### config.mk
export PLATFORM = sky130hd
export DESIGN_NAME = bounce_emulator
export DESIGN_NICKNAME = d
export VERILOG_FILES = /design/src/rtl/bounce_emu_pkg.sv /design/src/rtl/bounce_lfsr.sv /design/src/rtl/bounce_emulator.sv
export SDC_FILE = /design/constraint.sdc
export NUM_CORES = 1
export LEC_CHECK = 0
export ABC_CLOCK_PERIOD_IN_PS = 2200
export CORE_MARGIN = 8
export CORE_UTILIZATION = 53
export CTS_CLUSTER_DIAMETER = 120
export DETAILED_ROUTE_END_ITERATION = 16
export HOLD_SLACK_MARGIN = 0.15
export MAX_ROUTING_LAYER = met4
export PLACE_DENSITY_LB_ADDON = 0.1
export SLEW_MARGIN = 5
export SYNTH_ARGS = -nofsm -noshare
export SYNTH_HDL_FRONTEND = slang
export SYNTH_HIERARCHICAL = 1
export SYNTH_SLANG_ARGS = --single-unit
### constraint.sdc
create_clock -name clk -period 2.2 [get_ports clk]
set_input_delay 0.22 -clock clk [delete_from_list [all_inputs] [get_ports clk]]
set_output_delay 0.22 -clock clk [all_outputs]
set_load 0.05 [all_outputs]
### src/rtl/bounce_emu_pkg.sv
// Shared types and constants for the switch-bounce emulator.
package bounce_emu_pkg;

  typedef enum logic [1:0] {
    IDLE   = 2'd0,
    BOUNCE = 2'd1,
    HOLD   = 2'd2
  } state_t;

  // Fibonacci feedback taps for x^16 + x^14 + x^13 + x^11 + 1 (left shift)
  localparam logic [15:0] LFSR_TAPS    = 16'hB400;
  localparam logic [15:0] DEFAULT_SEED = 16'hACE1;

endpackage

### src/rtl/bounce_lfsr.sv
// 16-bit Fibonacci LFSR used as a pseudo-random toggle source while bouncing.
module bounce_lfsr
  import bounce_emu_pkg::*;
#(
  parameter logic [15:0] SEED = DEFAULT_SEED
) (
  input  logic        clk,
  input  logic        reset,
  input  logic        advance,
  output logic [15:0] state
);

  always_ff @(posedge clk or posedge reset) begin
    if (reset) begin
      state <= SEED;
    end else if (advance) begin
      state <= {state[14:0], ^(state & LFSR_TAPS)};
    end
  end

endmodule

### src/rtl/bounce_emulator.sv
// Emulates a bouncing switch bus settling onto a requested clean value.
// Define BOUNCE_EMU_LFSR_EN to take toggle bits from an LFSR instead of an alternating phase.
module bounce_emulator
  import bounce_emu_pkg::*;
#(
  parameter int              WIDTH      = 4,
  parameter int              BOUNCE_LEN = 16,
  parameter int              HOLD_LEN   = 8,
  parameter logic [15:0]     SEED       = DEFAULT_SEED
) (
  input  logic             clk,
  input  logic             reset,
  input  logic [WIDTH-1:0] target,
  input  logic             target_valid,
  output logic             target_ready,
  output logic [WIDTH-1:0] dataBouncy,
  output logic             busy,
  output logic             done
);

  state_t           state_q, state_d;
  logic [7:0]       cnt_q, cnt_d;
  logic [WIDTH-1:0] data_q, data_d;
  logic [WIDTH-1:0] tgt_q, tgt_d;
  logic [WIDTH-1:0] mask_q, mask_d;
  logic             done_q, done_d;
  logic [WIDTH-1:0] src;
  logic             accept;
  logic             in_bounce;

  assign accept       = (state_q == IDLE) && target_valid;
  assign in_bounce    = (state_q == BOUNCE);
  assign target_ready = (state_q == IDLE);
  assign busy         = (state_q != IDLE);
  assign dataBouncy   = data_q;
  assign done         = done_q;

`ifdef BOUNCE_EMU_LFSR_EN
  logic [15:0] lfsr_state;
  logic        lfsr_unused;

  bounce_lfsr #(.SEED(SEED)) u_lfsr (
    .clk     (clk),
    .reset   (reset),
    .advance (in_bounce),
    .state   (lfsr_state)
  );

  assign src         = lfsr_state[WIDTH-1:0];
  assign lfsr_unused = ^lfsr_state;
`else
  logic phase_q;

  // Phase starts at 1 on the first bounce cycle and alternates thereafter
  always_ff @(posedge clk or posedge reset) begin
    if (reset) begin
      phase_q <= 1'b0;
    end else if (accept) begin
      phase_q <= 1'b1;
    end else if (in_bounce) begin
      phase_q <= ~phase_q;
    end
  end

  assign src = {WIDTH{phase_q}};
`endif

  always_ff @(posedge clk or posedge reset) begin
    if (reset) begin
      state_q <= IDLE;
      cnt_q   <= '0;
      data_q  <= '0;
      tgt_q   <= '0;
      mask_q  <= '0;
      done_q  <= 1'b0;
    end else begin
      state_q <= state_d;
      cnt_q   <= cnt_d;
      data_q  <= data_d;
      tgt_q   <= tgt_d;
      mask_q  <= mask_d;
      done_q  <= done_d;
    end
  end

  always_comb begin
    state_d = state_q;
    cnt_d   = cnt_q;
    data_d  = data_q;
    tgt_d   = tgt_q;
    mask_d  = mask_q;
    done_d  = 1'b0;
    case (state_q)
      IDLE: begin
        if (accept) begin
          tgt_d  = target;
          mask_d = target ^ data_q;
          if (|(target ^ data_q)) begin
            state_d = BOUNCE;
            cnt_d   = 8'(BOUNCE_LEN - 1);
          end else begin
            state_d = HOLD;
            cnt_d   = 8'(HOLD_LEN - 1);
          end
        end
      end
      BOUNCE: begin
        if (cnt_q != 8'd0) begin
          // Unchanged bits hold; changed bits show target or its inverse
          data_d = (data_q & ~mask_q) | (mask_q & ~(src ^ tgt_q));
          cnt_d  = cnt_q - 8'd1;
        end else begin
          data_d  = tgt_q;
          state_d = HOLD;
          cnt_d   = 8'(HOLD_LEN - 1);
        end
      end
      HOLD: begin
        data_d = tgt_q;
        if (cnt_q == 8'd0) begin
          state_d = IDLE;
          done_d  = 1'b1;
        end else begin
          cnt_d = cnt_q - 8'd1;
        end
      end
      default: state_d = IDLE;
    endcase
  end

endmodule

# Word level (Yosys, flattened, before mapping)
# Cells that the tools add are included.
op_classes:
  n_addsub: 1
  bitwise_logic: 8
  muxes: 16
  eq_ne: 6
  reduce_logical: 12
ops:
  columns: ["op", "n"]
  rows:
  - ["2-to-1 mux 8 bit", 3]
  - ["case mux 8 bit (3 select lines)", 1]
  - ["bitwise AND 4 bit", 2]
  - ["logical NOT 8 bit", 1]
  - ["2-to-1 mux 2 bit", 4]
  - ["2-to-1 mux 4 bit", 2]
  - ["NOT 4 bit", 2]
  - ["case mux 4 bit (2 select lines)", 1]
  - ["nonzero test 8 bit", 1]
  - ["subtractor 8 x 1 -> 8 bit (second input constant)", 1]
  - ["XOR 4 bit", 2]
  - ["!= test 2 bit (second input constant)", 3]
  - ["case mux 2 bit (3 select lines)", 1]
  - ["AND reduction 3 bit", 2]
  - ["nonzero test 2 bit", 3]
  - ["2-to-1 mux 1 bit", 4]
  - ["OR 4 bit", 1]
  - ["OR reduction 4 bit", 1]
  - ["nonzero test 3 bit", 1]
  - ["equality test 2 x 1 -> 1 bit (second input constant)", 1]
  - ["equality test 2 bit (second input constant)", 1]
  - ["logical NOT 2 bit", 1]
  - ["!= test 2 x 1 -> 1 bit (second input constant)", 1]
  - ["AND reduction 2 bit", 1]
  - ["other kinds (2)", 2]
totals:
  ff_bits: 24
  wordCells: 50
  in_bits: 7
  out_inout_bits: 7

# Longest topological paths before layout
logic_depth:
  depth_word: 6
  mapped_depth: 8
  ltp_nobuf: 6

# Worst setup path before layout
# OpenSTA, ideal clock, no wires.
synth_timing:
  kind: "flip-flop to flip-flop"
  start: "register state_q[0]"
  end: "register cnt_q[7]"
  setup_time_ns: 0.159
  arrival_time_ns: 2.209
  period_less_slack_ns: 2.368
  path_buffers: 0
  stages_incl_launch_ff: 7
  setup_slack_ns: -0.168
  required_ns: 2.041
  cell_sequence: "dfrtp_1 > inv_1 > ha_1 > inv_1 > a21boi_0 > a31o_2 > a22oi_1"
synth_between:
  elab_chain_cells: 4
  word_cells_on_any_way: 9
  classes_between: "eq/ne: 4; mux: 1; reduce/logical: 4"
synth_rtl:
  columns: ["element", "line_no", "rtl"]
  rows:
  - ["start, declared", "bounce_emulator.sv:21", "state_t state_q, state_d;"]
  - ["start signal, assigned", "bounce_emulator.sv:77", "state_q <= state_d;"]
  - ["logical NOT 2 bit (*)", null, null]
  - ["via target_ready", "bounce_emulator.sv:15", "output logic target_ready,"]
  - ["logical AND 1 bit", "bounce_emulator.sv:31", "assign accept = (state_q == IDLE) && target_valid;"]
  - ["!= test 2 x 1 -> 1 bit (no source line)", null, null]
  - ["AND reduction 3 bit (no source line)", null, null]
  - ["end signal, assigned", "bounce_emulator.sv:78", "cnt_q <= cnt_d;"]
  - ["end, declared", "bounce_emulator.sv:22", "logic [7:0] cnt_q, cnt_d;"]
# The timed path passes the listed nets; every way through them passes the cells marked *.
# A chain may end at the register's enable or synchronous reset.

==> impl_metrics.yaml <==
placed_design:
  portBuffers: 13
  place_hpwl_um: 2450
  placed_area_mm2: 0.00164
  gp_congestion: 0.840
routing:
  drc_errors: 0
  wl_per_cell_um: 15.7
  via_count: 1266
  drt_iter0_drc: 87
  dr.pass1.iters: 4
  avgViaCountPerCell: 6.21
  antenna_left: 0
  totalWireLength_um: 3200
synth:
  synth-warning-count: 6
  netlist_instances: 157
  synthTopCellsByArea: "dfrtp_1, nand2_1, ha_1"
  synth.most_common_cell: "dfrtp_1"
  yosysUniqueCellTypes: 47
  yosys.area.top_type: "dfrtp_1"
  ys_seq_area_frac: 0.409
  synth_top_area_frac: 0.409
  synth-edff-count: 0
  ys_ff_latch: 24
  synth_ff_type: "dfrtp_1"
  synth.avg_cell_area_um2: 9.35
  async_reset_ff_frac: 1.00
  netlist_top_cells_count: "dfrtp_1, nand2_1, inv_1, o21ai_0"
  synth_nets: 168
  synth_area_mm2: 0.00147
final_layout:
  diodes: 0
  final_util: 0.626
  final_nets: 185
  nFillCells: 238
  layout-drive-gt1-share: 0.116
  final_design_area_no_fill_mm2: 0.00168
  synthToLayoutAreaGrowth_pct: 14.7
flow_run:
  max-cap-violations: 0
global_routing:
  grt_max_degree: 25
  grt-ovfl-total: 0
  antenna_found_initial: 0
  grt_pass1_wl_um: 5590
  globalRouteTotalUtil: 0.160
  grt_pass1_vias: 1260
timing:
  fin_setup_tns_ps: 0
  post-route-period-util: 0.938
  report.final.slew_viol_count: 0
  setup-violations-final: 0
  fmax_ghz: 0.484
  worstMarginPinSlew_ps: 571
  max_slew_margin: 0.620
  finalHoldViolCount: 0
  rsz0062_at_grt: "false"
  min_period_ps: 2060
  finClkSkew_ps: 8.14
clock_network:
  cts_made_buffers: 3
  htree_levels: 1
  clk_pin_slew_worst_paths_ps: 140
  cts_sinks: 24
  tritoncts: "done"
  clockBufferDepth: 2
  post_cts_buffers: 0
  cts-root-buf: "clkbuf_4"
  cts_hold_buf: 0
  worstSkewPairLatency_ps: 320
die:
  dieArea_mm2: 0.00471
  rows: 19
  die_y_um: 68.6
  die_x_um: 68.6
  start_util: 0.546
  core_mm2: 0.00269
  pin_count: 14
pwr:
  p_int_uw: 556
  pwr-share-seq: 0.626
  p_leak_uw: 0.000733
  power_density_mw_per_mm2: 419
  switching_share: 0.211
  comb_power_share: 0.040
  clockPowerShare: 0.334
  peakVddDrop_uv: 413
  p_switching_uw: 149
setup_path:
  cp-start-kind: "flip-flop"
  crit_slowest_cell: "or3b_2"
  critPathRequiredTime_ps: 2420
  path_buf_inv: 1
  r2r_slack_ps: 140
  cpLargestDelayFamily: "simple AND/OR/NAND/NOR gates"
  worstPathCellList: "inv_1 -> ha_1 -> or3b_2 -> nor2_1 -> o31ai_1 -> a221o_1"
  critPathKind: "flip-flop to flip-flop"
  arrival_ps: 2290
  cpPeakStageDelay_ps: 530
  cp-end-kind: "flip-flop"
  reg2regPathDepth: 6
  timing.rr.start: "cnt_q[0]"
  path_max_fanout: 7
run_status:
  status: "completed"
hold_path:
  hold_path_class: "input pin to async pin"
[layer usage]
metal / routed length [um] / vias to the layer above / GRT usage
li1: - / 615 / -
met1: 1390 / 618 / 0.181
met2: 1650 / 25 / 0.262
met3: 92 / 8 / 0.0339
met4: 58 / 0 / 0.0767
met5: 0 / - / -
[worst max path at each step]
| stage | start | end | cells past startpoint |
|---|---|---|---|
| 3_3_place_gp | cnt_q[0] | flip-flop | 6 |
| 4_1_cts | state_q[0] | busy | 4 |
| 3_5_place_dp | cnt_q[0] | flip-flop | 6 |
| 6_report | cnt_q[0] | flip-flop | 6 |
| 5_1_grt | cnt_q[0] | flip-flop | 6 |
| 2_1_floorplan | state_q[0] | cnt_q[7] | 6 |
[cell families (layout without fill, tap and decap cells)]
| family | Yosys count | after routing | share of synthesized area |
|---|---|---|---|
| adders and majority gates | 4 | 4 | 0.0341 |
| muxes | 7 | 7 | 0.0511 |
| AOI/OAI and AO/OA | 47 | 47 | 0.226 |
| and+or+nand+nor | 53 | 53 | 0.197 |
| xor gates and xnor gates | 5 | 5 | 0.0298 |
| DFF | 24 | 24 | 0.409 |
| buffers and inverters | 17 | 33 | 0.0529 |
[worst reg2reg max path: cells and delay by family (launching register included)]
| family | cells | cell delay [ps] |
|---|---|---|
| and+or+nand+nor | 2 | 730 |
| AOI/OAI and AO/OA | 2 | 450 |
| DFF | 1 | 440 |
| adders and majority gates | 1 | 260 |
| buffers and inverters | 1 | 90 |
[layout by cell type, fill, tap and decap left out, drive strengths merged, types with 2 or more instances in the layout]
cell           synthesis  layout
a211o                  3       3
a21oi                  9       9
a22o                   2       2
a22oi                  5       5
buf                    3       6
clkbuf                 4       4
clkdlybuf4s50          0      11
dfrtp                 24      24
dlymetal6s2s           0       2
ha                     4       4
inv                   10      10
mux2                   4       4
mux2i                  3       3
nand2                 20      20
nand2b                 5       5
nor2                  10      10
nor3b                  2       2
o211ai                 4       4
o21ai                 11      11
o31ai                  3       3
or4                    5       5
xnor2                  5       5
[layout make-up]
cell class	count	area (um2)	share of cell area
repair buffers	19	180	0.107
clock buffers	4	36.3	0.0216
inverters	10	37.5	0.0223
multi-input cells	116	790	0.469
flip-flops and latches	24	601	0.357
well taps	31	38.8	0.0230
[stage by stage]
| stage | setup WS (ps) | cells | hold WS [ps] | power [uW] |
|---|---|---|---|---|
| floorplan | 4.17 | 157 | 235 | 461 |
| global placement | 231 | 200 | 486 | 478 |
| detailed placement | 173 | 200 | 495 | 479 |
| CTS | 4.50 | 204 | 238 | 716 |
| global route | 26.4 | 204 | 257 | 743 |
| finish | 136 | 204 | 227 | 705 |
[power groups by stage]
stage	Combinational, uW	Sequential (uW)	Clock [uW]
2_1_floorplan	11.2	449	0
3_3_place_gp	28.8	449	0
3_5_place_dp	29.1	449	0
4_1_cts	29.4	441	246
5_1_grt	32.2	441	269
6_report	28.1	441	236
[timing repair]
item                                    in CTS  in global routing
hold endpoints to repair                     0                  0
gates resized for setup                      0                  2
endpoints found under the setup margin       0                  2
Power figures use the tool's default switching activity.
==> RTL edit (same settings) <==
Re-encode `state_t` (3 states) as one-hot, 3 bits wide.
--- a/src/rtl/bounce_emu_pkg.sv
+++ b/src/rtl/bounce_emu_pkg.sv
@@ -3,6 +3,6 @@
 
-  typedef enum logic [1:0] {
-    IDLE   = 2'd0,
-    BOUNCE = 2'd1,
-    HOLD   = 2'd2
+  typedef enum logic [2:0] {
+    IDLE   = 3'b001,
+    BOUNCE = 3'b010,
+    HOLD   = 3'b100
   } state_t;
Behaviour: same outputs for any inputs over 10 cycles, from zero or initial values and one cycle with reset high; not proved beyond that.
==> RTL edit against the unedited design <==
Count of clock-buffer cells in the layout did not move; worst setup slack got worse by 0.057 ns; via count rose by 4.8%; global-route usage fell by 0.47 points; sequential cell count rose by 1; highest routed layer unchanged; area after synthesis rose by 2.0%; cell area rose by 1.7%; wire length rose by 14%.
Power is not compared: it rests on default switching activity, and its combinational part moved more than twofold at a synthesized area within 25%.
==> RTL edit: results (changes against the unedited design) <==
| Metric | Value |
|---|---|
| Largest net degree at the start of global routing | 26 (+4.0%) |
| Layout cell share with drive strength beyond 1 | 13.0% (+1.4 points) |
| Fill cells | 228 (-4.2%) |
| Port Buffer Count | 13 (unchanged) |
| Max Used Layer | met4 |
| NumNets Final | 194 (+4.9%) |
| Largest cells by area after synthesis | dfrtp_1 (40%), nand2_1 (8.0%), nor2_1 (4.0%), o221ai_1 (2.9%), a2111oi_0 (2.3%) |
| YS warnings | 6 (unchanged) |
| Via count | 1,327 (+4.8%) |
| Post-Layout Cell Count | 216 (+5.9%) |
| Setup Fix Bufs, Post-CTS | 0 (unchanged) |
| Metal-1 WL | 1540 um (+11%) |
| Status | finished, final reports clean |
| DRT Wirelength | 3630 um (+14%) |
| Register-to-register setup slack | 0.08 ns (-0.06 ns) |
| GRT Total Usage | 15.5% (-0.47 points) |
| Largest stage delay, worst path | 0.52 ns |
| Met3 WL | 158 um (+72%) |
| Mapped Nets | 176 (+4.8%) |
| FFs w/ async S/R, synth | 100% (unchanged) |
| R2r startpoint | cnt_q[0] |
| Worst vdd ir | 880 uV |
| Mapped Cells | 168 (+7.0%) |
| CP max-delay cell | or4b_4 |
| Sequential area share after synthesis | 41.9% (+0.97 points) |
| GP Congestion | 0.876 (+4.3%) |
| Ys flop type | dfrtp_1 |
| Clock Skew | 0.00433 ns (-0.00380 ns) |
| Hpwl dp | 2680 um (+9.6%) |
| Routed wl met2 | 1860 um (+12%) |
| CP max FO | 6 (-1) |
| Post-synth top cells | nand2_1 (32), dfrtp_1 (24), nor2_1 (16) |
| Crit path arrival time | 2.35 ns (+0.06 ns) |
| Initial antenna violation count | 0 (unchanged) |
| Yosys cell types | 46 (-2.1%) |
| Cells after DPL | 212 (+6.0%) |
| First-pass GRT wire length | 6160 um (+10%) |
| Worst Max-Slew Pin Slew | 0.654 ns (+0.0829 ns) |
| Clk buf depth | 2 (unchanged) |
| P_leak | 0.722 nW |
| Reg2reg end | cnt_q[1] |
| DRT iter0 DRCs | 108 (+24%) |
| Vias in the first global route | 1,414 (+12%) |
| FF-to-FF path depth | 6 (unchanged) |
| First drt pass iteration count | 4 (unchanged) |
| Root buffer cell | clkbuf_4 |
| Depth of the CTS H-tree | 1 (unchanged) |
## RTL edit: cell types whose count changed after synthesis, moves of 4 or more
| cell | unedited run | this run |
|---|---|---|
| xor2_1 | 0 | 4 |
| nand2b_1 | 5 | 0 |
| nand2_1 | 20 | 32 |
| xnor2_1 | 5 | 1 |
| or4_1 | 5 | 0 |
| buf_2 | 1 | 5 |
| and2_1 | 0 | 4 |
| a31oi_1 | 0 | 5 |
| o221ai_1 | 0 | 5 |
| o21ai_0 | 10 | 3 |
| nor2_1 | 9 | 16 |
## RTL edit: final cells by class
class,count,area [um2],area share (%)
tap,31,38.8,2.27
sequential,25,627,36.6
timing repair buffer,21,186,10.9
inverter,10,37.5,2.19
clock buffer,4,26.3,1.54
multi-input combinational,125,796,46.5
## RTL edit: power breakdown
group	switching, mW	internal (mW)
combinational	0.573	0.399
clock	0.144	0.0711
sequential	0.182	0.602
## RTL edit: cells by family (layout without fill, tap and decap cells)
group	Yosys count	in the layout	share of synthesized area (%)
AO/OA/AOI/OAI	45	45	22.7
multiplexers	2	2	1.76
buffers and inverters	18	35	5.43
AND/OR/NAND/NOR	72	72	24.5
XOR/XNOR	5	5	2.93
flip-flops	25	25	41.9
adder cells (fa/ha/maj)	1	1	0.836
## RTL edit: stage by stage
stage,hold WS [ns],util (%),setup WS (ns),cell area [um2]
after floorplan,0.247,-,0.0409,1500
after global placement,0.490,62.1,0.149,1680
after detailed placement,0.500,62.1,0.0631,1680
after CTS,0.221,63.1,0.0592,1710
after global routing,0.298,63.2,0.00817,1710
final,0.214,63.2,0.0791,1710
## RTL edit: worst max path at each step
stage / from / cells past startpoint / end / slack (ns)
2_1_floorplan: state_q[0] / 3 / busy / 0.04
3_3_place_gp: cnt_q[0] / 6 / cnt_q[1] / 0.15
3_5_place_dp: cnt_q[0] / 6 / cnt_q[1] / 0.06
4_1_cts: cnt_q[0] / 6 / cnt_q[1] / 0.06
5_1_grt: cnt_q[0] / 6 / cnt_q[1] / 0.008
6_report: cnt_q[0] / 6 / cnt_q[1] / 0.08
## RTL edit: per-layer routing
| layer | up-vias | GRT usage, % |
|---|---|---|
| met4 | 0 | 7.97 |
| met1 | 629 | 17.0 |
| met3 | 6 | 2.00 |
| met5 | - | - |
| met2 | 50 | 26.6 |
| li1 | 642 | - |
## RTL edit: worst max-delay path, delay by kind of cell (launching register included)
family | cells | cell delay, ns
adders and majority gates | 1 | 0.23
AOI/OAI and AO/OA | 1 | 0.23
DFF | 1 | 0.43
and+or+nand+nor | 2 | 0.71
buffers and inverters | 1 | 0.13
muxes | 1 | 0.29
## RTL edit: what timing repair did
item,CTS,global route
endpoints found under the setup margin,1,1
pin swaps,0,1
gates resized for setup,1,1
